==> config.mk <==
export PLATFORM = sky130hd
export DESIGN_NAME = led_fader
export DESIGN_NICKNAME = d
export VERILOG_FILES = /design/src/rtl/led_pkg.sv /design/src/rtl/fade_channel.sv /design/src/rtl/led_fader.sv
export SDC_FILE = /design/constraint.sdc
export NUM_CORES = 1
export LEC_CHECK = 0
export CAP_MARGIN = 20
export CORE_ASPECT_RATIO = 0.9
export CORE_MARGIN = 2
export CORE_UTILIZATION = 60
export DETAILED_ROUTE_END_ITERATION = 10
export PLACE_DENSITY = 0.81
export SLEW_MARGIN = 20
export SYNTH_ARGS = -nofsm -noshare
export SYNTH_HDL_FRONTEND = slang
export SYNTH_SLANG_ARGS = --single-unit
==> constraint.sdc <==
create_clock -name i_clk -period 7.55 [get_ports i_clk]
set_input_delay 1.51 -clock i_clk [delete_from_list [all_inputs] [get_ports i_clk]]
set_output_delay 1.51 -clock i_clk [all_outputs]
set_load 0.01 [all_outputs]
==> src/rtl/led_pkg.sv <==
// Purpose: shared channel indices, fade state encoding and level step helper for led_fader.
// Latency: n/a (declarations only).
// Backpressure: n/a.
//
// Contents:
//   LED_CH_R/G/B  bit positions of each colour in the per-channel vectors
//   fade_state_t  observable per-channel fade state
//   sat_step()    one saturating level move toward a target
package led_pkg;

  localparam int LED_CH_R   = 0;
  localparam int LED_CH_G   = 1;
  localparam int LED_CH_B   = 2;
  localparam int LED_NUM_CH = 3;

  typedef enum logic [1:0] {
    IDLE_OFF = 2'd0,
    RISING   = 2'd1,
    IDLE_ON  = 2'd2,
    FALLING  = 2'd3
  } fade_state_t;

  // Move level one step toward target without overshooting it. The
  // arithmetic runs at 32 bits, far wider than any level, so a step past
  // either end is clamped instead of wrapping.
  function automatic int unsigned sat_step(input int unsigned level,
                                           input int unsigned target,
                                           input int unsigned step);
    int unsigned nxt;
    nxt = level;
    if (level < target) begin
      nxt = level + step;
      if (nxt > target) nxt = target;
    end else if (level > target) begin
      if ((level - target) > step) nxt = level - step;
      else                         nxt = target;
    end
    return nxt;
  endfunction

endpackage

==> src/rtl/fade_channel.sv <==
// Purpose: one colour channel: request register, brightness level ramp and PWM compare.
// Latency: request -> target 1 clk; level moves only on fade ticks; o_raw is combinational from level.
// Backpressure: none; the request is sampled every clock.
//
// Ports:
//   i_clk, i_rst_n  clock, async active-low reset
//   i_led           on/off request
//   i_fade_tick     one-cycle strobe that allows a level step
//   i_pwm_cnt       shared free-running PWM counter
//   o_raw           un-inverted PWM level for this channel
//   o_moving        level differs from target (rising or falling)
module fade_channel
  import led_pkg::*;
#(
  parameter int PWM_BITS  = 8,
  parameter int FADE_STEP = 1
) (
  input  logic                i_clk,
  input  logic                i_rst_n,
  input  logic                i_led,
  input  logic                i_fade_tick,
  input  logic [PWM_BITS-1:0] i_pwm_cnt,
  output logic                o_raw,
  output logic                o_moving
);

  localparam logic [PWM_BITS-1:0] LVL_MAX = '1;
  localparam int unsigned         STEP    = FADE_STEP;

  logic                led_q;
  logic [PWM_BITS-1:0] target;
  logic [PWM_BITS-1:0] level;
  logic [PWM_BITS-1:0] level_nxt;
  fade_state_t         state;

  // The request register is what the ramp follows. A tick on the same edge
  // that this register changes still sees the previous request.
  always_ff @(posedge i_clk or negedge i_rst_n) begin
    if (!i_rst_n) led_q <= 1'b0;
    else          led_q <= i_led;
  end

  assign target    = led_q ? LVL_MAX : '0;
  assign level_nxt = PWM_BITS'(sat_step(32'(level), 32'(target), STEP));

  // Level only moves on a tick, and always from where it currently is, so a
  // request reversal mid-ramp turns the ramp around without a jump.
  always_ff @(posedge i_clk or negedge i_rst_n) begin
    if (!i_rst_n)         level <= '0;
    else if (i_fade_tick) level <= level_nxt;
  end

  // State is derived from level/target; there is no separate state register.
  always_comb begin
    state = IDLE_OFF;
    if (level < target)         state = RISING;
    else if (level > target)    state = FALLING;
    else if (level == LVL_MAX)  state = IDLE_ON;
  end

  assign o_moving = (state == RISING) || (state == FALLING);

  // The compare alone would leave full brightness one count short of
  // always-on, so the top level forces the output high.
  assign o_raw = (level == LVL_MAX) || (i_pwm_cnt < level);

endmodule

==> src/rtl/led_fader.sv <==
// Purpose: turns three on/off LED requests into faded RGB PWM pin drive.
// Latency: request -> target 1 clk; level -> pin 1 clk (registered output); o_busy registered.
// Backpressure: none; free-running, requests sampled every clock.
//
// Ports:
//   i_clk, i_rst_n           clock, async active-low reset
//   i_led_r/g/b              on/off requests from the blink counter
//   o_led_r/g/b              PWM pin drive, inverted when INVERT=1
//   o_busy                   some channel is still ramping
module led_fader
  import led_pkg::*;
#(
  parameter int PWM_BITS      = 8,
  parameter int FADE_DIV_BITS = 10,
  parameter int FADE_STEP     = 1,   // legal range 1 .. 2^PWM_BITS-1
  parameter bit INVERT        = 1'b0
) (
  input  logic i_clk,
  input  logic i_rst_n,
  input  logic i_led_r,
  input  logic i_led_g,
  input  logic i_led_b,
  output logic o_led_r,
  output logic o_led_g,
  output logic o_led_b,
  output logic o_busy
);

  logic [PWM_BITS-1:0]      pwm_cnt;
  logic [FADE_DIV_BITS-1:0] presc;
  logic                     fade_tick;
  logic [LED_NUM_CH-1:0]    req;
  logic [LED_NUM_CH-1:0]    raw;
  logic [LED_NUM_CH-1:0]    moving;
  logic [LED_NUM_CH-1:0]    led_out;
  logic                     busy_q;

  assign req[LED_CH_R] = i_led_r;
  assign req[LED_CH_G] = i_led_g;
  assign req[LED_CH_B] = i_led_b;

  // Both counters free-run and wrap naturally.
  always_ff @(posedge i_clk or negedge i_rst_n) begin
    if (!i_rst_n) begin
      pwm_cnt <= '0;
      presc   <= '0;
    end else begin
      pwm_cnt <= pwm_cnt + 1'b1;
      presc   <= presc + 1'b1;
    end
  end

  // Tick on the all-ones count, so after reset the first level step lands
  // exactly 2^FADE_DIV_BITS clocks after release.
  assign fade_tick = &presc;

  fade_channel #(
    .PWM_BITS  (PWM_BITS),
    .FADE_STEP (FADE_STEP)
  ) u_ch_r (
    .i_clk       (i_clk),
    .i_rst_n     (i_rst_n),
    .i_led       (req[LED_CH_R]),
    .i_fade_tick (fade_tick),
    .i_pwm_cnt   (pwm_cnt),
    .o_raw       (raw[LED_CH_R]),
    .o_moving    (moving[LED_CH_R])
  );

  fade_channel #(
    .PWM_BITS  (PWM_BITS),
    .FADE_STEP (FADE_STEP)
  ) u_ch_g (
    .i_clk       (i_clk),
    .i_rst_n     (i_rst_n),
    .i_led       (req[LED_CH_G]),
    .i_fade_tick (fade_tick),
    .i_pwm_cnt   (pwm_cnt),
    .o_raw       (raw[LED_CH_G]),
    .o_moving    (moving[LED_CH_G])
  );

  fade_channel #(
    .PWM_BITS  (PWM_BITS),
    .FADE_STEP (FADE_STEP)
  ) u_ch_b (
    .i_clk       (i_clk),
    .i_rst_n     (i_rst_n),
    .i_led       (req[LED_CH_B]),
    .i_fade_tick (fade_tick),
    .i_pwm_cnt   (pwm_cnt),
    .o_raw       (raw[LED_CH_B]),
    .o_moving    (moving[LED_CH_B])
  );

  // Pins are registered for glitch-free drive; reset puts them at the
  // polarity that keeps the LEDs dark.
  always_ff @(posedge i_clk or negedge i_rst_n) begin
    if (!i_rst_n) begin
      led_out <= {LED_NUM_CH{INVERT}};
      busy_q  <= 1'b0;
    end else begin
      led_out <= raw ^ {LED_NUM_CH{INVERT}};
      busy_q  <= |moving;
    end
  end

  assign o_led_r = led_out[LED_CH_R];
  assign o_led_g = led_out[LED_CH_G];
  assign o_led_b = led_out[LED_CH_B];
  assign o_busy  = busy_q;

endmodule

==> results of run 1 <==
[registers in the layout, summed over array words and instances, names as in the netlist]
register / cells
presc: 10
pwm_cnt: 8
u_ch_b.level: 8
u_ch_g.level: 8
u_ch_r.level: 8
led_out: 3
o_busy: 1
u_ch_b.led_q: 1
u_ch_g.led_q: 1
u_ch_r.led_q: 1
[cell type report]
type	instances	area, um^2
Sequential cell	49	1230
Clock inverter	3	46.3
Fill cell	789	3230
Tap cell	122	153
Multi-Input combinational cell	552	4040
Timing Repair Buffer	9	82.6
Inverter	40	150
Clock buffer	5	68.8
[synthesized netlist by cell type (12+ instances only)]
| library cell | number | area share |
|---|---|---|
| xnor2_1 | 28 | 0.045 |
| dfrtp_1 | 49 | 0.22 |
| nor2_1 | 48 | 0.033 |
| a21o_1 | 12 | 0.016 |
| a21oi_1 | 44 | 0.040 |
| inv_1 | 40 | 0.027 |
| nor2b_1 | 13 | 0.015 |
| nand4_1 | 13 | 0.015 |
| nand2_1 | 43 | 0.029 |
| nand3_1 | 33 | 0.030 |
| o21ai_0 | 50 | 0.046 |
| ha_1 | 77 | 0.18 |
| xor2_1 | 15 | 0.024 |
[stage by stage]
stage | std cells | total power, W | hold slack, ns
floorplan | 655 | 0.000312 | 0.414
global placement | 772 | 0.000326 | 0.427
detailed placement | 772 | 0.000330 | 0.441
CTS | 780 | 0.000525 | 0.456
global route | 780 | 0.000543 | 0.486
finish | 780 | 0.000524 | 0.452
[worst max-delay path by stage]
stage | endpoint | slack [ns] | cells past startpoint
6_report | u_ch_g.level[3]$_DFFE_PN0P_ | 3.71 | 14
5_1_grt | u_ch_g.level[3]$_DFFE_PN0P_ | 3.25 | 14
4_1_cts | u_ch_g.level[3]$_DFFE_PN0P_ | 3.76 | 14
3_5_place_dp | u_ch_g.level[3]$_DFFE_PN0P_ | 3.81 | 14
3_3_place_gp | u_ch_g.level[3]$_DFFE_PN0P_ | 3.92 | 14
2_1_floorplan | u_ch_b.level[5]$_DFFE_PN0P_ | 4.26 | 12
[logic make-up after synthesis]
group | count (synthesis)
flip-flops | 49
AO/OA/AOI/OAI | 196
buffers and inverters | 54
XOR/XNOR | 43
adder cells (fa/ha/maj) | 80
AND/OR/NAND/NOR | 227
multiplexers | 6
[power by group]
group	leakage (nW)	switching, W	internal, W
sequential	0.644	0.00000274	0.000263
clock	0.0543	0.0000998	0.0000994
combinational	1.90	0.0000368	0.0000223
[placed cells by master, fill, tap and decap left out, types with 4 or more instances in the layout]
cell type | netlist | layout
ha_1 | 77 | 77
o21ai_0 | 50 | 50
dfrtp_1 | 49 | 49
nor2_1 | 48 | 48
a21oi_1 | 44 | 44
nand2_1 | 43 | 43
inv_1 | 40 | 40
nand3_1 | 33 | 33
xnor2_1 | 28 | 28
xor2_1 | 15 | 15
nor2b_1 | 13 | 13
nand4_1 | 13 | 13
a21o_1 | 12 | 12
and3_1 | 11 | 11
nand2b_1 | 10 | 10
nor3_1 | 10 | 10
a211oi_1 | 10 | 10
a21boi_0 | 7 | 7
o21a_1 | 7 | 7
clkdlybuf4s50_1 | 0 | 7
nor4_1 | 6 | 6
mux2i_1 | 6 | 6
o221ai_1 | 6 | 6
o22ai_1 | 6 | 6
o21ai_2 | 5 | 5
or2_2 | 5 | 5
o211ai_1 | 5 | 5
clkbuf_8 | 0 | 5
a31oi_1 | 4 | 4
[routing by layer]
| metal | global-route usage | vias to the layer above | routed length, um |
|---|---|---|---|
| li1 | - | 2448 | - |
| met1 | 0.364 | 2389 | 5890 |
| met2 | 0.465 | 192 | 6120 |
| met3 | 0.0311 | 39 | 797 |
| met4 | 0.0733 | 0 | 250 |
| met5 | 0 | - | 0 |
==> results by group, run 1 <==
Run status
  • Outcome: finished clean

GRT
  • Initial antenna violation count: 0
  • Vias in the first global route: about 4.8k
  • Pin count of the biggest net entering global routing: 50
  • Overflow after GRT: 0
  • First-pass GRT wire length: 22200 um
  • Total Routing Usage GR: 0.270

STA
  • Headroom to the max-slew limit: 0.529
  • Clock skew: between 0.01 and 0.015 ns
  • Hold Vio Cnt, Final: 0
  • Ratio of final minimum period to clock period: 0.508
  • Setup ws final: between 3 and 4 ns
  • Final setup TNS: 0 ns
  • RSZ-0062 raised after global routing: false
  • Slew @ Worst Pin: 0.701 ns
  • Highest clock rate: between 0.2 and 0.3 GHz
  • Setup-failing EPs final: 0
  • Min Clock Period, post-route: around 3.8 ns
  • Final-report max-slew violation count: 0

Setup path
  • Reg2reg end: u_ch_g.level[3]$_DFFE_PN0P_
  • Setup slack, reg-to-reg: 3.71 ns
  • Critical Path Max Stage Delay: 0.63 ns
  • CP Launch Point: u_ch_g.level[2]$_DFFE_PN0P_
  • Setup crit start kind: flip-flop
  • Crit-path leading delay family: simple AND/OR/NAND/NOR gates
  • Critical Path RT: around 7.8 ns
  • CP max FO: 14
  • Reg-to-Reg Start: u_ch_g.level[2]$_DFFE_PN0P_
  • Critical path cell sequence: nand2_1 > nor4_1 > nand3_1 > xnor2_1 > ha_1 > nor4_1 > o221ai_1 > o211ai_1 > nand2_1 > nor2_1 > a211oi_4 > or2b_4 > nor4_2 > o21a_1
  • Arr. time, crit path: between 4 and 5 ns
  • CP Class: reg2reg
  • CP Buf/Inv Count: 0
  • Worst r2r path cells: 14
  • Kind of end point of the critical path: flip-flop
  • Slowest-stage cell, CP: dfrtp_1

Floorplan
  • Core area: roughly 9000 um^2
  • Starting density of the core: 0.608
  • DIE WIDTH: around 100 um
  • Die Y: ~95 um
  • Die area: slightly below 10000 um^2
  • Row count: 33
  • Io pins: 9

Clocking
  • CTS tree: yes
  • Clock-pin slew on the worst setup and hold paths: 0.10 ns
  • Clk buf depth: 2
  • Num CTS Buffers: 5
  • Clk_lat worst skew: roughly 0.32 ns
  • CTS H-tree lvls: 2
  • CTS hold repair buffers: 0
  • Root Driver: clkbuf_8
  • # Post-CTS Setup Buffers: 0
  • CTS sink cnt: 49
  • Resized cells post-CTS: 0

Hold path
  • Hold Path Sink: presc[0]$_DFF_PN0_
  • Hold Path Class: reg2reg
  • WHS Path Cells: 1
  • Startpoint of the worst hold path: presc[0]$_DFF_PN0_

Route
  • Routed via count: slightly above 5k
  • WL/cell: roughly 17 um
  • 1st-pass router iterations: 5
  • Starting DRT DRC Count: 377
  • Post-Route WL: 13100 um
  • Final ANT Viol Nets: 0
  • Via/cell ratio: approximately 6.5
  • Residual DRC: 0

Synthesis
  • Simple-gate share of the synthesized area: 0.224
  • Mux share of post-synthesis cell area: 0.0110
  • Avg Synthesized Cell Area: 8.36 um^2
  • XOR/XNOR Fraction of Synth Area: 0.0688
  • FF+latch count, synth: between 40 and 50
  • Synth Area in Adders: 0.187
  • Async set-reset flop share out of synthesis: 1.00
  • Largest family of logic cells by synthesized area: compound AO/OA/AOI/OAI gates
  • Main synth FF type: dfrtp_1
  • Post-Syn Nets: 740
  • Post-synthesis compound-gate area fraction: 0.248
  • Post-synth EDFFs: 0
  • Yosys cell types: between 70 and 80
  • Mapped Cells: about 660
  • Sequential share of the synthesized area: 0.224
  • Mapped Area: 5470 um^2
  • Synthesis Warnings: 0

Place
  • Port Buffers: 8
  • Dpl cell area: roughly 5700 um^2
  • Dpl ws: ~3.8 ns
  • Gp weighted congestion: 0.997
  • DP Wirelength: about 10000 um

Cells and area
  • Antenna diodes: 0
  • Area Overhead vs Synth: 5.35%
  • Fin util: 0.641
  • Nets@finish: between 700 and 800
  • Fraction of layout cells with a size suffix above 1: 0.0638
  • Cell area after layout: 5770 um^2

Power
  • Cell area power density: ~90 nW/um^2
  • Worst vdd ir: between 0.09 and 0.1 mV
  • LEAKAGE: approximately 2.6 nW

Run
  • Max-cap viol count: 0
Note: power is estimated with default switching activity, not from simulation.
==> run 2: changes to the inputs <==
--- a/config.mk
+++ b/config.mk
@@ -8,9 +8,9 @@
 export CAP_MARGIN = 20
 export CORE_ASPECT_RATIO = 0.9
 export CORE_MARGIN = 2
-export CORE_UTILIZATION = 60
+export CORE_UTILIZATION = 58
 export DETAILED_ROUTE_END_ITERATION = 10
-export PLACE_DENSITY = 0.81
+export PLACE_DENSITY = 0.82
 export SLEW_MARGIN = 20
 export SYNTH_ARGS = -nofsm -noshare
 export SYNTH_HDL_FRONTEND = slang
==> constraint.sdc (replaced) <==
create_clock -name i_clk -period 3.4 [get_ports i_clk]
set_input_delay 0.68 -clock i_clk [delete_from_list [all_inputs] [get_ports i_clk]]
set_output_delay 0.68 -clock i_clk [all_outputs]
set_load 0.01 [all_outputs]
==> run 2 against run 1 <==
Compared with the run above:
- utilization grew 2.0 points
- critical path type unchanged
- non-clock buffer count grew 31
- global-route usage grew 1.9 points
- clock skew shrank 0.0045 ns
- total power grew 120%
- routed wire length grew 7.3%
- largest cell class unchanged
==> results by group, run 2 (synthesis results as in run 1) <==
Hold path
  • Hold Path Class: in2async

STA
  • Slew @ Worst Pin: 0.767 ns (+0.0654 ns)
  • Setup-failing EPs final: 0 (unchanged)
  • Min Clock Period, post-route: 3.24 ns (-0.596 ns)
  • Headroom to the max-slew limit: 0.489 (-0.0405)
  • Ratio of final minimum period to clock period: 0.953 (+0.445)
  • Clock skew: 0.00866 ns (-0.00448 ns)
  • Highest clock rate: 0.308 GHz (+18%)
  • Final-report max-slew violation count: 0 (unchanged)
  • Hold Vio Cnt, Final: 0 (unchanged)

Route
  • Via/cell ratio: 6.40 (-1.5%)
  • Final ANT Viol Nets: 0 (unchanged)
  • WL/cell: 17.3 um (+3.3%)
  • Routed via count: 5183 (+2.3%)
  • Starting DRT DRC Count: 390 (+3.4%)
  • Post-Route WL: 14000 um (+7.3%)
  • 1st-pass router iterations: 5 (unchanged)
  • Residual DRC: 0 (unchanged)

Run status
  • Outcome: finished clean

Cells and area
  • Fin util: 0.660 (+0.0195)
  • Nets@finish: 773 (+4.2%)
  • Commonest cells after routing, fill and taps aside: ha_1, o21ai_0, nor2_1
  • Max reg flops: 10 (unchanged)
  • Cell area after layout: 6020 um^2 (+4.5%)
  • Post-Layout Cell Count: 810 (+3.8%)
  • Fraction of layout cells with a size suffix above 1: 0.119 (+0.0554)
  • Area Overhead vs Synth: 10.1%
  • Biggest register: presc
  • Antenna diodes: 0 (unchanged)
  • Commonest non-fill, non-tap cell in the layout: ha_1
  • Fill count: 755 (-4.3%)

Power
  • Cell area power density: 191 nW/um^2 (+110%)
  • Worst vdd ir: 0.192 mV (+94%)
  • LEAKAGE: 2.75 nW (+5.8%)

Floorplan
  • Die area: 10200 um^2 (+3.3%)
  • Row count: 33 (unchanged)
  • Die Y: 96.2 um (+1.6%)
  • Io pins: 9 (unchanged)
  • Starting density of the core: 0.600 (-0.00826)
  • DIE WIDTH: 106 um (+1.6%)
  • Core area: 9130 um^2 (+1.4%)

Clocking
  • CTS H-tree lvls: 2 (unchanged)
  • Root Driver: clkbuf_8
  • Clk_lat worst skew: 0.31 ns (about the same)
  • Num CTS Buffers: 5 (unchanged)
  • CTS tree: yes
  • CTS sink cnt: 49 (unchanged)
  • CTS hold repair buffers: 0 (unchanged)
  • Clk buf depth: 2 (unchanged)
  • Clock-pin slew on the worst setup and hold paths: 0.09 ns (about the same)

Setup path
  • CP max FO: 7 (-7)
  • Slowest-stage cell, CP: or4_1
  • CP Class: reg2reg
  • Kind of end point of the critical path: flip-flop
  • Setup crit start kind: flip-flop
  • Critical path cell sequence: inv_1 > or4_1 > nor3_2 > xnor2_1 > ha_1 > nor4_1 > o21ai_1 > o221ai_2 > nand3_1 > buf_4 > o221ai_1 > nand3_1 > a21oi_1 > a211oi_1
  • Critical Path Max Stage Delay: 0.56 ns (-0.07 ns)
  • CP dominant cell by count: nand3_1
  • Arr. time, crit path: 3.42 ns (-0.68 ns)
  • Critical Path RT: 3.58 ns (-4.23 ns)

Run
  • Max-cap viol count: 0 (unchanged)

GRT
  • First-pass GRT wire length: 23800 um (+7.3%)
  • Pin count of the biggest net entering global routing: 32 (-36%)
  • Vias in the first global route: 5112 (+7.1%)
  • Initial antenna violation count: 0 (unchanged)
  • Total Routing Usage GR: 0.289 (+0.0194)
  • Overflow after GRT: 0 (unchanged)

Place
  • Placed Cells: 802 (+3.9%)
  • DP Wirelength: 11000 um (+9.6%)
  • Port Buffers: 8 (unchanged)
  • Dpl cell area: 5880 um^2 (+4.0%)
  • Gp weighted congestion: 0.949 (-4.9%)
-- run 2: report_power, final --
| part | internal [W] | leakage (nW) | switching (W) |
|---|---|---|---|
| sequential | 0.000584 | 0.639 | 0.00000165 |
| clock | 0.000214 | 0.0540 | 0.000205 |
| combinational | 0.0000559 | 2.06 | 0.0000910 |
| total | 0.000854 | 2.75 | 0.000297 |
-- run 2: through the flow --
stage / setup TNS (ns) / hold slack [ns] / setup slack, ns / power (W)
floorplan: 0 / 0.384 / 0.111 / 0.000693
CTS: 0 / 0.463 / 0.0950 / 0.00116
detailed placement: 0 / 0.466 / 0.114 / 0.000742
finish: 0 / 0.444 / 0.158 / 0.00115
global placement: 0 / 0.426 / 0.206 / 0.000734
global route: -0.0328 / 0.503 / -0.0182 / 0.00119
-- run 2: worst paths after layout --
check	start	endpoint	slack, ns	depth (start not counted)
min in group i_clk	presc[0]$_DFF_PN0_	presc[0]$_DFF_PN0_	0.47	1
hold reg to reg	presc[0]$_DFF_PN0_	presc[0]$_DFF_PN0_	0.47	1
setup / recovery	u_ch_r.level[4]$_DFFE_PN0P_	u_ch_r.level[3]$_DFFE_PN0P_	0.16	14
setup reg to reg	u_ch_r.level[4]$_DFFE_PN0P_	u_ch_r.level[3]$_DFFE_PN0P_	0.16	14
hold / removal	i_rst_n	u_ch_r.led_q$_DFF_PN0_	0.44	1
max in group asynchronous	i_rst_n	u_ch_g.level[1]$_DFFE_PN0P_	2.20	2
-- run 2: area by class of cell --
type,instances,area (um^2),share of cell area
multi-input cells,552,4070,0.676
repair buffers,40,315,0.0523
clock buffers,5,68.8,0.0114
inverters,40,150,0.0249
clock inverters,2,35.0,0.00582
flip-flops and latches,49,1230,0.204
well taps,122,153,0.0253
-- run 2: timing repair --
action / CTS / global route
resized for setup: 0 / 11
buffers inserted: 0 / 1
setup endpoints to repair: 0 / 11
-- run 2: worst max-delay path, delay by kind of cell, from the launching register on --
family / cells / cell delay (ns)
DFF: 1 / 0.39
buffers and inverters: 2 / 0.31
xor gates and xnor gates: 1 / 0.14
adders and majority gates: 1 / 0.24
and+or+nand+nor: 5 / 1.25
AOI/OAI and AO/OA: 5 / 0.79
-- run 2: per-layer routing --
layer / vias up / global-route usage / wire length [um]
met1: 2449 / 0.379 / 6300
met4: 0 / 0.0921 / 252
met5: - / 0 / 0
li1: 2518 / - / -
met3: 27 / 0.0305 / 768
met2: 189 / 0.506 / 6680
==> run 3: changes to the inputs <==
--- a/config.mk
+++ b/config.mk
@@ -9,9 +9,11 @@
 export CORE_ASPECT_RATIO = 0.9
 export CORE_MARGIN = 2
 export CORE_UTILIZATION = 58
+export CTS_CLUSTER_SIZE = 25
 export DETAILED_ROUTE_END_ITERATION = 10
 export PLACE_DENSITY = 0.82
 export SLEW_MARGIN = 20
 export SYNTH_ARGS = -nofsm -noshare
 export SYNTH_HDL_FRONTEND = slang
+export SYNTH_HIERARCHICAL = 1
 export SYNTH_SLANG_ARGS = --single-unit
==> run 3 against run 2 <==
Compared with the run above:
- the run now ends with setup timing left
- setup slack worse by 0.21 ns
- synthesized area increased by 2.6%
- die area increased by 2.5%
- non-clock buffer count rose by 8
- critical endpoint is now u_ch_r/level[2]$_DFFE_PN0P_
- clock power increased by 26%
- via count rose by 5.2%
- total power up 9.8%
- first-iteration DRC count rose by 24%
==> results by group, run 3 <==
Run status
  • Outcome: finished, violations left
  • Failing checks: setup timing

Cells and area
  • Max reg flops: 10 (unchanged)
  • Fraction of layout cells with a size suffix above 1: 0.155 (+0.0361)
  • Commonest non-fill, non-tap cell in the layout: ha_1
  • Commonest cells after routing, fill and taps aside: ha_1, dfrtp_1, nand2_1
  • Post-Layout Cell Count: 816 (+0.74%)
  • Biggest register: presc
  • Nets@finish: 773 (unchanged)
  • Fill count: 767 (+1.6%)
  • Fin util: 0.657 (-0.00279)
  • Area Overhead vs Synth: 11.6%

Power
  • Net load switching power: 0.000325 W (+9.5%)
  • Sw Ratio: 0.257 (-0.000728)
  • Worst vdd ir: 0.176 mV (-8.4%)
  • Logic gate share of total power: 0.119 (-0.009)
  • Internal cell power: 0.000939 W (+9.9%)
  • Sequential share of power: 0.464 (-0.045)
  • LEAKAGE: 2.72 nW (-1.2%)
  • Cell area power density: 202 nW/um^2 (+5.6%)
  • Part of the power in the clock network: 0.417 (+0.053)

Route
  • Residual DRC: 0 (unchanged)
  • Post-Route WL: 15200 um (+8.2%)
  • Routed via count: 5455 (+5.2%)
  • Via/cell ratio: 6.69 (+4.5%)
  • WL/cell: 18.6 um (+7.4%)
  • Final ANT Viol Nets: 0 (unchanged)
  • 1st-pass router iterations: 5 (unchanged)
  • Starting DRT DRC Count: 482 (+24%)

Clocking
  • CTS hold repair buffers: 0 (unchanged)
  • CTS tree: yes
  • CTS sink cnt: 49 (unchanged)
  • Clk buf depth: 2 (unchanged)
  • Root Driver: clkbuf_8
  • Num CTS Buffers: 5 (unchanged)
  • CTS H-tree lvls: 2 (unchanged)
  • Clock-pin slew on the worst setup and hold paths: 0.11 ns (+0.02 ns)
  • Clk_lat worst skew: 0.31 ns (about the same)

Synthesis
  • Yosys cell types: 82 (+3.8%)
  • Post-Syn Nets: 741 (+0.14%)
  • Leading area contributor after synthesis: dfrtp_1
  • Post-synth EDFFs: 0 (unchanged)
  • Sequential share of the synthesized area: 0.218 (-0.00559)
  • Avg Synthesized Cell Area: 8.56 um^2 (+2.4%)
  • Top cells by count, synth: ha_1, dfrtp_1, o21ai_0, nand2_1
  • Synth top area share: 0.218 (-0.00559)
  • Synthesis Warnings: 6 (+6)
  • FF+latch count, synth: 49 (unchanged)
  • Mapped Area: 5610 um^2 (+2.6%)
  • Async set-reset flop share out of synthesis: 1.00 (unchanged)
  • Most common cell in the netlist: ha_1
  • Main synth FF type: dfrtp_1
  • Mapped Cells: 656 (+0.15%)
  • Top cells by area, synth: dfrtp_1, ha_1, xnor2_1, o21ai_0, a21oi_1

Place
  • Placed Cells: 800 (-0.25%)
  • DP Wirelength: 11100 um (+1.3%)
  • Gp weighted congestion: 1.02 (+7.6%)
  • Port Buffers: 8 (unchanged)

GRT
  • Met2 Track Usage GR: 0.462 (-0.0443)
  • First-pass GRT wire length: 24800 um (+4.0%)
  • Grt met3 use: 0.0416 (+0.0111)
  • Overflow after GRT: 0 (unchanged)
  • Initial antenna violation count: 1 (+1)
  • Pin count of the biggest net entering global routing: 25 (-22%)
  • Vias in the first global route: 5200 (+1.7%)
  • Total Routing Usage GR: 0.286 (-0.00307)
  • GRT met1 Usage: 0.394 (+0.0148)
  • Most used routing layer: met2

STA
  • Ratio of final minimum period to clock period: 1.02 (+0.0618)
  • Setup ws final: -0.0519 ns (-0.210 ns)
  • RSZ-0062 raised after global routing: true
  • Min Clock Period, post-route: 3.45 ns (+0.210 ns)
  • Hold Vio Cnt, Final: 0 (unchanged)
  • Highest clock rate: 0.290 GHz (-6.1%)
  • Setup-failing EPs final: 2 (+2)
  • Final-report max-slew violation count: 0 (unchanged)
  • Slew @ Worst Pin: 0.777 ns (+0.0106 ns)
  • Clock skew: 0.00642 ns (-0.00224 ns)
  • Headroom to the max-slew limit: 0.477 (-0.0119)

Floorplan
  • Die Y: 97.3 um (+1.2%)
  • Die area: 10500 um^2 (+2.5%)
  • Core area: 9530 um^2 (+4.4%)
  • DIE WIDTH: 108 um (+1.2%)
  • Row count: 34 (+3.0%)
  • Io pins: 9 (unchanged)
  • Starting density of the core: 0.589 (-0.0107)

Setup path
  • Setup crit start kind: flip-flop
  • CP max FO: 6 (-1)
  • CP Class: reg2reg
  • Critical Path RT: 3.64 ns (+0.06 ns)
  • Arr. time, crit path: 3.69 ns (+0.27 ns)
  • Kind of end point of the critical path: flip-flop

Run
  • Max-cap viol count: 0 (unchanged)

Hold path
  • Hold Path Class: in2async
## run 3: changes by cell type after synthesis, moves of 6 or more
cell / change
a21oi_1: -11
nand3_1: -10
nor2_1: -9
a211oi_1: -8
nand4_1: -8
a21o_1: +6
nor3_2: +6
o31ai_1: +6
or3_1: +6
## run 3: cell type report
type,count,area (um^2),share of cell area
tap,126,158,0.0252
sequential,49,1230,0.197
inverter,40,151,0.0242
timing repair buffer,48,375,0.0599
clock inverter,3,68.8,0.0110
multi-input combinational,544,4210,0.672
clock buffer,5,68.8,0.0110
antenna,1,2.50,0.000399
## run 3: critical path, cell delays in order (launching register included)
cell and delay (ns):
dfrtp_2 0.41, inv_1 0.12, nor3_2 0.26, nand3_1 0.16
xnor2_1 0.18, ha_1 0.32, nand2_1 0.05, or4b_2 0.62
o311a_4 0.16, o211ai_1 0.42, o21ai_1 0.20, a311o_1 0.36
o22ai_2 0.12
## run 3: metrics by stage
step	worst slack (ns)	power (W)	hold WS [ns]	instance area (um^2)	setup TNS, ns
final	-0.0519	0.00126	0.348	6260	-0.0832
after global routing	-0.144	0.00130	0.386	6260	-0.530
after CTS	0.0113	0.00126	0.361	6120	0
after detailed placement	-0.00956	0.000743	0.469	5980	-0.00956
after global placement	0.151	0.000736	0.455	5980	0
after floorplan	0.118	0.000698	0.384	5610	0
## run 3: final timing paths
path / end / slack (ns) / depth (start not counted) / from
max in group asynchronous: u_ch_b/led_q$_DFF_PN0_ / 2.40 / 2 / i_rst_n
worst min-delay path: u_ch_g/level[5]$_DFFE_PN0P_ / 0.35 / 1 / i_rst_n
worst min register to register: presc[8]$_DFF_PN0_ / 0.49 / 1 / presc[8]$_DFF_PN0_
worst max-delay path: u_ch_r/level[2]$_DFFE_PN0P_ / -0.05 / 12 / u_ch_r/level[0]$_DFFE_PN0P_
worst max register to register: u_ch_r/level[2]$_DFFE_PN0P_ / -0.05 / 12 / u_ch_r/level[0]$_DFFE_PN0P_
min in group i_clk: presc[8]$_DFF_PN0_ / 0.49 / 1 / presc[8]$_DFF_PN0_
## run 3: power by group through the flow
stage	clock network (W)	logic (W)	registers [W]
after floorplan	0	0.0000994	0.000599
after global placement	0	0.000138	0.000598
after detailed placement	0	0.000145	0.000598
after CTS	0.000528	0.000146	0.000586
after global routing	0.000544	0.000168	0.000587
final	0.000527	0.000150	0.000587
## run 3: per-layer routing
| metal | part of all wire | vias to the layer above |
|---|---|---|
| met4 | 0.026 | 0 |
| li1 | - | 2549 |
| met3 | 0.079 | 53 |
| met1 | 0.42 | 2570 |
| met5 | 0 | - |
| met2 | 0.47 | 283 |
## run 3: repair_timing
item | CTS | global route
gates resized for setup | 1 | 28
pin swaps | 1 | 2
setup endpoints to repair | 1 | 22
setup buffers | 1 | 6
## run 3: cell families after synthesis
group           share of synthesized area
flops                               0.218
xor+xnor                           0.0671
buf+inv                            0.0475
mux                                0.0125
fa+ha+maj                           0.182
compound gates                      0.275
simple gates                        0.197
